===== src/rtl/stim_gray_sequencer_if.sv =====
// -----------------------------------------------------------------------------
// stim_gray_sequencer_if
// Control and stimulus bundle between the Gray-walk stimulus sequencer and
// its consumers (the open-collector logic stage under test and a comparator).
//   master : the sequencer; samples start/pause, drives stimulus and status
//   slave  : the consumer side; drives start/pause, observes the rest
// -----------------------------------------------------------------------------
interface stim_gray_sequencer_if;

   logic       start;        // level; begins a sequence from IDLE or DONE
   logic       pause;        // level; freezes the walk while high in RUN
   logic       a;            // stimulus bit a
   logic       b;            // stimulus bit b
   logic       c;            // stimulus bit c
   logic [2:0] step_idx;     // index of the vector currently driven
   logic       step_strobe;  // first cycle of a newly driven vector
   logic       busy;         // sequence in progress (running or held)
   logic       done;         // single pass finished

   modport master (
      input  start,
      input  pause,
      output a,
      output b,
      output c,
      output step_idx,
      output step_strobe,
      output busy,
      output done
   );

   modport slave (
      output start,
      output pause,
      input  a,
      input  b,
      input  c,
      input  step_idx,
      input  step_strobe,
      input  busy,
      input  done
   );

endinterface : stim_gray_sequencer_if


===== src/rtl/stim_gray_sequencer.sv =====
// -----------------------------------------------------------------------------
// stim_gray_sequencer
// Stimulus source for the 3-input open-collector logic stage. Walks {a,b,c}
// through an 8-step single-bit-change sequence
//    000 -> 100 -> 110 -> 111 -> 101 -> 001 -> 011 -> 010
// holding every vector for DWELL unpaused clocks, and reports step index,
// a new-vector strobe, busy and done for a downstream comparator.
//
// Parameters
//   DWELL : clocks each vector is held, 1..65535
//   CNT_W : dwell counter width, 2**CNT_W must exceed DWELL
//
// Build option
//   STIM_SEQ_LOOP_EN : when defined the walk wraps from step 7 back to step 0
//                      and keeps running; dropping start at a step boundary
//                      returns to IDLE. DONE is never reached in that build.
//                      When undefined the sequencer makes a single pass and
//                      stops in DONE holding the last vector.
//
// Every output comes straight from a flop; inputs only reach the outputs
// through the next-state logic.
// -----------------------------------------------------------------------------
module stim_gray_sequencer #(
   parameter int unsigned DWELL = 100,
   parameter int unsigned CNT_W = 16
) (
   input  logic                  clk,
   input  logic                  rst_n,
   stim_gray_sequencer_if.master bus
);

   // --------------------------------------------------------------------------
   // Types and constants
   // --------------------------------------------------------------------------
   typedef enum logic [1:0] {
      ST_IDLE = 2'd0,   // waiting for start, outputs 000
      ST_RUN  = 2'd1,   // counting dwell on the current vector
      ST_HOLD = 2'd2,   // paused; counter and outputs frozen
      ST_DONE = 2'd3    // single pass complete, last vector held
   } state_t;

   // Counter value on the final cycle of a vector's dwell.
   localparam logic [CNT_W-1:0] LP_CNT_LAST  = CNT_W'(DWELL - 1);
   localparam logic [2:0]       LP_STEP_FIRST = 3'd0;
   localparam logic [2:0]       LP_STEP_LAST  = 3'd7;

   // Vector table, {a,b,c} for each step. Neighbouring entries differ in
   // exactly one bit, so the stage under test sees one input edge per step.
   function automatic logic [2:0] f_vector(input logic [2:0] i_step);
      logic [2:0] v;
      unique case (i_step)
         3'd0:    v = 3'b000;
         3'd1:    v = 3'b100;
         3'd2:    v = 3'b110;
         3'd3:    v = 3'b111;
         3'd4:    v = 3'b101;
         3'd5:    v = 3'b001;
         3'd6:    v = 3'b011;
         3'd7:    v = 3'b010;
         default: v = 3'b000;
      endcase
      return v;
   endfunction

   // --------------------------------------------------------------------------
   // State registers
   // --------------------------------------------------------------------------
   state_t           r_state;
   logic [2:0]       r_step;
   logic [CNT_W-1:0] r_cnt;
   logic [2:0]       r_vec;
   logic             r_strobe;
   logic             r_busy;
   logic             r_done;

   // --------------------------------------------------------------------------
   // Next-state values
   // --------------------------------------------------------------------------
   state_t           w_state_nxt;
   logic [2:0]       w_step_nxt;
   logic [CNT_W-1:0] w_cnt_nxt;
   logic             w_strobe_nxt;
   logic [2:0]       w_vec_nxt;
   logic             w_busy_nxt;
   logic             w_done_nxt;
   logic             w_dwell_end;

   // Final cycle of the current vector's dwell.
   assign w_dwell_end = (r_cnt == LP_CNT_LAST);

   // Next-state decode: start handling, pause/hold, dwell expiry and step advance.
   always_comb begin
      // NOTE: every signal gets a default before the case so that no path
      // leaves one unassigned; an unassigned path would infer a latch.
      w_state_nxt  = r_state;
      w_step_nxt   = r_step;
      w_cnt_nxt    = r_cnt;
      w_strobe_nxt = 1'b0;

      unique case (r_state)
         // Idle and done behave the same towards start: load step 0, clear
         // the counter and strobe. pause has no effect here.
         ST_IDLE,
         ST_DONE: begin
            if (bus.start) begin
               w_state_nxt  = ST_RUN;
               w_step_nxt   = LP_STEP_FIRST;
               w_cnt_nxt    = '0;
               w_strobe_nxt = 1'b1;
            end
         end

         // Running and held share one rule: a cycle with pause high freezes
         // everything; a cycle with pause low counts. That makes the first
         // unpaused cycle out of HOLD a counting cycle, so a vector always
         // sees exactly DWELL unpaused cycles, and a pause landing on the
         // expiry cycle defers the advance to the first cycle after resume.
         ST_RUN,
         ST_HOLD: begin
            if (bus.pause) begin
               w_state_nxt = ST_HOLD;
            end else if (!w_dwell_end) begin
               w_state_nxt = ST_RUN;
               w_cnt_nxt   = r_cnt + 1'b1;
            end else begin
               w_cnt_nxt = '0;
`ifdef STIM_SEQ_LOOP_EN
               if (!bus.start) begin
                  // start dropped at a boundary: return to idle, outputs 000
                  w_state_nxt = ST_IDLE;
                  w_step_nxt  = LP_STEP_FIRST;
               end else begin
                  // step 7 wraps to step 0 through the natural 3-bit overflow
                  w_state_nxt  = ST_RUN;
                  w_step_nxt   = r_step + 3'd1;
                  w_strobe_nxt = 1'b1;
               end
`else
               if (r_step == LP_STEP_LAST) begin
                  // last vector stays on the outputs in DONE
                  w_state_nxt = ST_DONE;
               end else begin
                  w_state_nxt  = ST_RUN;
                  w_step_nxt   = r_step + 3'd1;
                  w_strobe_nxt = 1'b1;
               end
`endif
            end
         end

         default: begin
            w_state_nxt = ST_IDLE;
            w_step_nxt  = LP_STEP_FIRST;
            w_cnt_nxt   = '0;
         end
      endcase

      // Output flops are loaded from the next-state view so that vector,
      // index, strobe and status all change on the same edge.
      w_vec_nxt  = f_vector(w_step_nxt);
      w_busy_nxt = (w_state_nxt == ST_RUN) || (w_state_nxt == ST_HOLD);
      w_done_nxt = (w_state_nxt == ST_DONE);
   end

   // State, counter and registered outputs; reset aborts any step at once.
   always_ff @(posedge clk or negedge rst_n) begin
      if (!rst_n) begin
         r_state  <= ST_IDLE;
         r_step   <= LP_STEP_FIRST;
         r_cnt    <= '0;
         r_vec    <= 3'b000;
         r_strobe <= 1'b0;
         r_busy   <= 1'b0;
         r_done   <= 1'b0;
      end else begin
         // NOTE: non-blocking assignments so every flop samples the values
         // of the same cycle regardless of statement order.
         r_state  <= w_state_nxt;
         r_step   <= w_step_nxt;
         r_cnt    <= w_cnt_nxt;
         r_vec    <= w_vec_nxt;
         r_strobe <= w_strobe_nxt;
         r_busy   <= w_busy_nxt;
         r_done   <= w_done_nxt;
      end
   end

   // --------------------------------------------------------------------------
   // Outputs, straight from flops
   // --------------------------------------------------------------------------
   assign bus.a           = r_vec[2];
   assign bus.b           = r_vec[1];
   assign bus.c           = r_vec[0];
   assign bus.step_idx    = r_step;
   assign bus.step_strobe = r_strobe;
   assign bus.busy        = r_busy;
   assign bus.done        = r_done;

endmodule : stim_gray_sequencer


===== src/flat_wrapper.sv =====
// flat-port wrapper written by rule: the top's interface ports become plain ports
module stim_gray_sequencer_flat 
#(
   parameter int unsigned DWELL = 100,
   parameter int unsigned CNT_W = 16
)
  (clk, rst_n, bus_start, bus_pause, bus_a, bus_b, bus_c, bus_step_idx, bus_step_strobe, bus_busy, bus_done);
  stim_gray_sequencer_if bus_i ();
  input  logic clk;
  input  logic rst_n;
  input wire logic [$bits(bus_i.start)-1:0] bus_start;
  input wire logic [$bits(bus_i.pause)-1:0] bus_pause;
  output wire logic [$bits(bus_i.a)-1:0] bus_a;
  output wire logic [$bits(bus_i.b)-1:0] bus_b;
  output wire logic [$bits(bus_i.c)-1:0] bus_c;
  output wire logic [$bits(bus_i.step_idx)-1:0] bus_step_idx;
  output wire logic [$bits(bus_i.step_strobe)-1:0] bus_step_strobe;
  output wire logic [$bits(bus_i.busy)-1:0] bus_busy;
  output wire logic [$bits(bus_i.done)-1:0] bus_done;
  assign bus_i.start = bus_start;
  assign bus_i.pause = bus_pause;
  assign bus_a = bus_i.a;
  assign bus_b = bus_i.b;
  assign bus_c = bus_i.c;
  assign bus_step_idx = bus_i.step_idx;
  assign bus_step_strobe = bus_i.step_strobe;
  assign bus_busy = bus_i.busy;
  assign bus_done = bus_i.done;
  stim_gray_sequencer #(.DWELL(DWELL), .CNT_W(CNT_W)) u_core (.clk(clk), .rst_n(rst_n), .bus(bus_i));
endmodule

===== config.mk =====
export PLATFORM = sky130hd
export DESIGN_NAME = stim_gray_sequencer_flat
export DESIGN_NICKNAME = d
export VERILOG_FILES = /design/src/rtl/stim_gray_sequencer_if.sv /design/src/rtl/stim_gray_sequencer.sv /design/src/flat_wrapper.sv
export SDC_FILE = /design/constraint.sdc
export NUM_CORES = 1
export LEC_CHECK = 0
export ABC_AREA = 1
export CAP_MARGIN = 20
export CORE_MARGIN = 4
export CORE_UTILIZATION = 51
export CTS_CLUSTER_SIZE = 12
export DETAILED_ROUTE_END_ITERATION = 6
export GPL_TIMING_DRIVEN = 0
export PLACE_DENSITY = 0.8
export SLEW_MARGIN = 5
export SYNTH_ARGS = -nofsm -noshare
export SYNTH_HDL_FRONTEND = slang
export SYNTH_SLANG_ARGS = --single-unit

===== constraint.sdc =====
create_clock -name clk -period 1.41 [get_ports clk]
set_input_delay 0.423 -clock clk [delete_from_list [all_inputs] [get_ports clk]]
set_output_delay 0.423 -clock clk [all_outputs]
set_load 0.005 [all_outputs]

==> metrics list <==
- Die X-Extent: 62.8 um
* Relative slew margins: 0.602
- The floorplan step defined a die boundary enclosing 3940 um2.
- Detailed placement ended at an HPWL of 2400 um.
- Total clock buffers created by CTS: 3
- Endpoint required time on the critical path: 1650 ps
- Maximum number of pins on one net before global-route repair: 17
- Cell total after placement: 234
* Layout cells sized above 1: 0.492
- Fraction of met3 tracks used by global routing: 0.0432
* Kind of cell adding the most delay to the critical path: simple AND/OR/NAND/NOR gates
* Synthesized Nets: 197
- The most numerous cell type found on the critical path is sky130_fd_sc_hd__nand2_4.
* Gate count of the mapped netlist: 190
- Transition time at the pin with the least slew margin: 595 ps
* Final period util: 1.20
- The number of antenna diodes in the final layout is 0.
- For this run, design rule violations remaining after detail routing come to 0.
* Final nets: 244
- Grt met2 use: 0.433
- Count of endpoints failing hold in the final timing report: 0
* Post-layout minimum cycle time: 1690 ps
- Ys flop type: sky130_fd_sc_hd__dfrtp_1
* Highest clock frequency the design can meet: 592 MHz
- By startpoint and endpoint, the worst setup path is classified as reg2reg.
- Chain of cells forming the critical path: ha_4 -> inv_4 -> nor2_4 -> nand2_2 -> nor2_4 -> nand2_4 -> nand2_4 -> inv_6 -> nor2_8 -> inv_2 -> nand2_4 -> a21oi_2
- GR Overflow Total: 0
- In this run the standard cell core region covers 2810 um2.
- TritonCTS built the clock tree.
* Num Clock Sinks: 26
- Total routing resource utilization after global routing: 0.255
- CTS built an H-tree with a depth of 1.
* Met1 track demand over resource in global routing: 0.305
* Internal Pwr Total: 2040 uW
- Hold is met by 420 ps.
- After clock tree synthesis, the clock-pin slew on the worst setup and hold paths is 170 ps.
- Arrival time at the worst endpoint: 1930 ps
- Critical-path top delay cell: sky130_fd_sc_hd__dfrtp_1
* Boundary Pins: 13
- Using the TritonRoute via totals, the vias-per-cell ratio works out to 6.04.
* Switching Fraction: 0.420
- After routing, the total negative slack on setup checks comes to -4760 ps.
- Comb pwr share: 0.577
* Power per Cell Area: 1540 nW/um2
* Setup violators final: 25
* Library cells used by synthesis: 32
* Final standard cell count with taps included and fillers excluded: 267
* Reported leakage power: 0.00103 uW
- Total of buffers placed on input and output ports: 12
- Number of max-slew violations in the final report: 0
- After clock tree synthesis, the flow added hold-fix buffers numbering 0.
- The final reports fail on setup timing.
* Post-synthesis instance area: 1530 um2
- Largest clock skew in the final design: 15.2 ps
- The initial antenna violation count came to 0.
- Buffer and inverter count on the worst path: 3
- Wire length of the first global-routing pass: 7880 um
* Clk network pwr share: 0.156
* Largest stage delay, worst path: 430 ps
- DR vias: 1612
- The worst setup path is captured at a flip-flop.
- Root buffer cell: sky130_fd_sc_hd__clkbuf_4
- Number of optimization iterations in the first detailed-route pass: 5
* Peak-usage layer in the global routing report: met2
- DRT antenna net count: 0
* 1st-iter DRT viols: 138
* Total chip power: 3520 uW
* Post-synthesis register bit count: 26
- Routability congestion estimate from global placement: 0.920
- Via count of the first global-routing pass: 1695
- Max-cap violations: 0
- Number of enable-type register cells in the synthesized netlist: 0
- Peak VDD IR: 0.00117 V
- For this configuration, the core starts out at a cell density of 0.545.
- After detailed routing, the average wire length per cell comes to 18.5 um.
- The analysis attributes to net switching a power of 1480 uW.
* RSZ-0062 raised after global routing: yes
- Area delta synth->final: 49.2%
* Max Fanout on Critical Path: 4
* Sequential share of the synthesized area: 0.425
- Wire length after detailed routing: 4950 um
- STA classifies the critical path startpoint as a flip-flop.
- For the worst-skew pair, the clock arrives at the later sink with an insertion delay of 350 ps.
- Across all setup checks in the final design, the least slack found is -280 ps.
- The Yosys step of the flow raised 0 warnings.
- After synthesis, the share of flip-flops with an asynchronous set or reset is 1.00.
* Path type of the worst min-delay path: in2async
* Avg Cell Area, Syn: 8.05 um2
* Outcome: complete, but fails checks
* Sequential share of power: 0.267
- Measured along the y axis, the die boundary spans 62.8 um.
- In this run the core area contains 19 standard-cell rows.
- Clock tree buffer depth: 2
-- power groups by stage --
stage	clock network, uW	logic (uW)	registers (uW)
final	550	2030	941
after global routing	575	2170	954
after CTS	528	1840	933
after detailed placement	0	1150	936
after global placement	0	1120	932
after floorplan	0	846	932
-- cell usage after synthesis (3+ instances only) --
cell                       n  area, um2
sky130_fd_sc_hd__inv_2     5       18.8
sky130_fd_sc_hd__nand4_1   3       18.8
sky130_fd_sc_hd__nor2_1   21       78.8
sky130_fd_sc_hd__inv_1    17       63.8
sky130_fd_sc_hd__nand3_1  17       85.1
sky130_fd_sc_hd__a21oi_1  10       50.1
sky130_fd_sc_hd__nor2_2    6       37.5
sky130_fd_sc_hd__o21ai_0   4       20.0
sky130_fd_sc_hd__nand2_1  35        131
sky130_fd_sc_hd__dfrtp_1  26        651
sky130_fd_sc_hd__nand3_2   3       30.0
sky130_fd_sc_hd__nand2_2   5       31.3
sky130_fd_sc_hd__nand2_4   3       33.8
sky130_fd_sc_hd__nor3_1    8       40.0
sky130_fd_sc_hd__ha_1      3       37.5
-- cells by family (layout without fill, tap and decap cells) --
logic type / Yosys count / in the layout / share of synthesized area
flip-flops: 26 / 26 / 0.425
XOR/XNOR: 2 / 2 / 0.0114
adder cells (fa/ha/maj): 3 / 3 / 0.0245
buffers and inverters: 28 / 74 / 0.0826
AND/OR/NAND/NOR: 107 / 107 / 0.361
AO/OA/AOI/OAI: 24 / 24 / 0.0948
-- worst reg2reg max path: cells and delay by family, from the launching register on --
family / cells / cell delay [ps]
AND/OR/NAND/NOR: 7 / 750
flip-flops: 1 / 430
adder cells (fa/ha/maj): 1 / 190
buffers and inverters: 3 / 150
AO/OA/AOI/OAI: 1 / 60
-- state kept, by name, summed over array words and instances (netlist names) --
name                    cells
u_core.bus.busy             1
u_core.bus.done             1
u_core.bus.step_idx         3
u_core.bus.step_strobe      1
u_core.r_cnt               16
u_core.r_state              2
u_core.r_vec                2
-- area by class of cell --
class,count,area (um2)
Inverter,25,114
Multi-Input combinational cell,136,975
Timing Repair Buffer,42,415
Tap cell,31,38.8
Sequential cell,26,654
Clock inverter,1,30.0
Clock buffer,3,22.5
Buffer,3,33.8
Fill cell,149,522
-- placed cells by master, fill, tap and decap left out, types with 4 or more instances in the layout --
master and instances:
sky130_fd_sc_hd__nand2_1 24, sky130_fd_sc_hd__dfrtp_1 23, sky130_fd_sc_hd__nor2_1 16, sky130_fd_sc_hd__buf_6 16
sky130_fd_sc_hd__buf_4 15, sky130_fd_sc_hd__nand2_2 11, sky130_fd_sc_hd__inv_1 11, sky130_fd_sc_hd__nand3_1 11
sky130_fd_sc_hd__inv_2 9, sky130_fd_sc_hd__nand2_4 7, sky130_fd_sc_hd__nor2_4 6, sky130_fd_sc_hd__nor2_2 6
sky130_fd_sc_hd__nor3_2 6, sky130_fd_sc_hd__a21oi_2 6, sky130_fd_sc_hd__nand3_2 5, sky130_fd_sc_hd__nand3_4 4
sky130_fd_sc_hd__a21oi_1 4, sky130_fd_sc_hd__clkdlybuf4s15_1 4
-- layer usage --
| layer | vias up | routed length, um |
|---|---|---|
| met2 | 108 | 2360 |
| met4 | 0 | 320 |
| li1 | 710 | - |
| met5 | - | 0 |
| met3 | 40 | 377 |
| met1 | 754 | 1890 |
-- timing repair --
item                       CTS  global route
setup endpoints to repair   31            32
resized for setup           70            38
pin swaps                   19            10
buffers inserted            28             4
gates cloned                 1             0
-- final timing paths --
kind	startpoint	to	slack, ps	depth (start not counted)
max in group asynchronous	rst_n	u_core.r_cnt[8]	480	2
min in group clk	bus_pause	u_core.r_state[0]	610	4
worst max-delay path	u_core.r_cnt[1]	u_core.r_cnt[8]	-280	12
worst min register to register	u_core.r_cnt[6]	u_core.r_cnt[6]	610	2
worst min-delay path	rst_n	u_core.r_vec[2]	420	1
worst max register to register	u_core.r_cnt[1]	u_core.r_cnt[8]	-280	12
-- stage by stage --
stage | worst slack, ps | util | instance area, um2
after detailed placement | -451 | 0.612 | 1720
after global routing | -380 | 0.814 | 2280
after floorplan | -149 | - | 1530
after global placement | -425 | 0.602 | 1690
final | -280 | 0.814 | 2280
after CTS | -162 | 0.777 | 2180
Power figures use the tool's default switching activity.
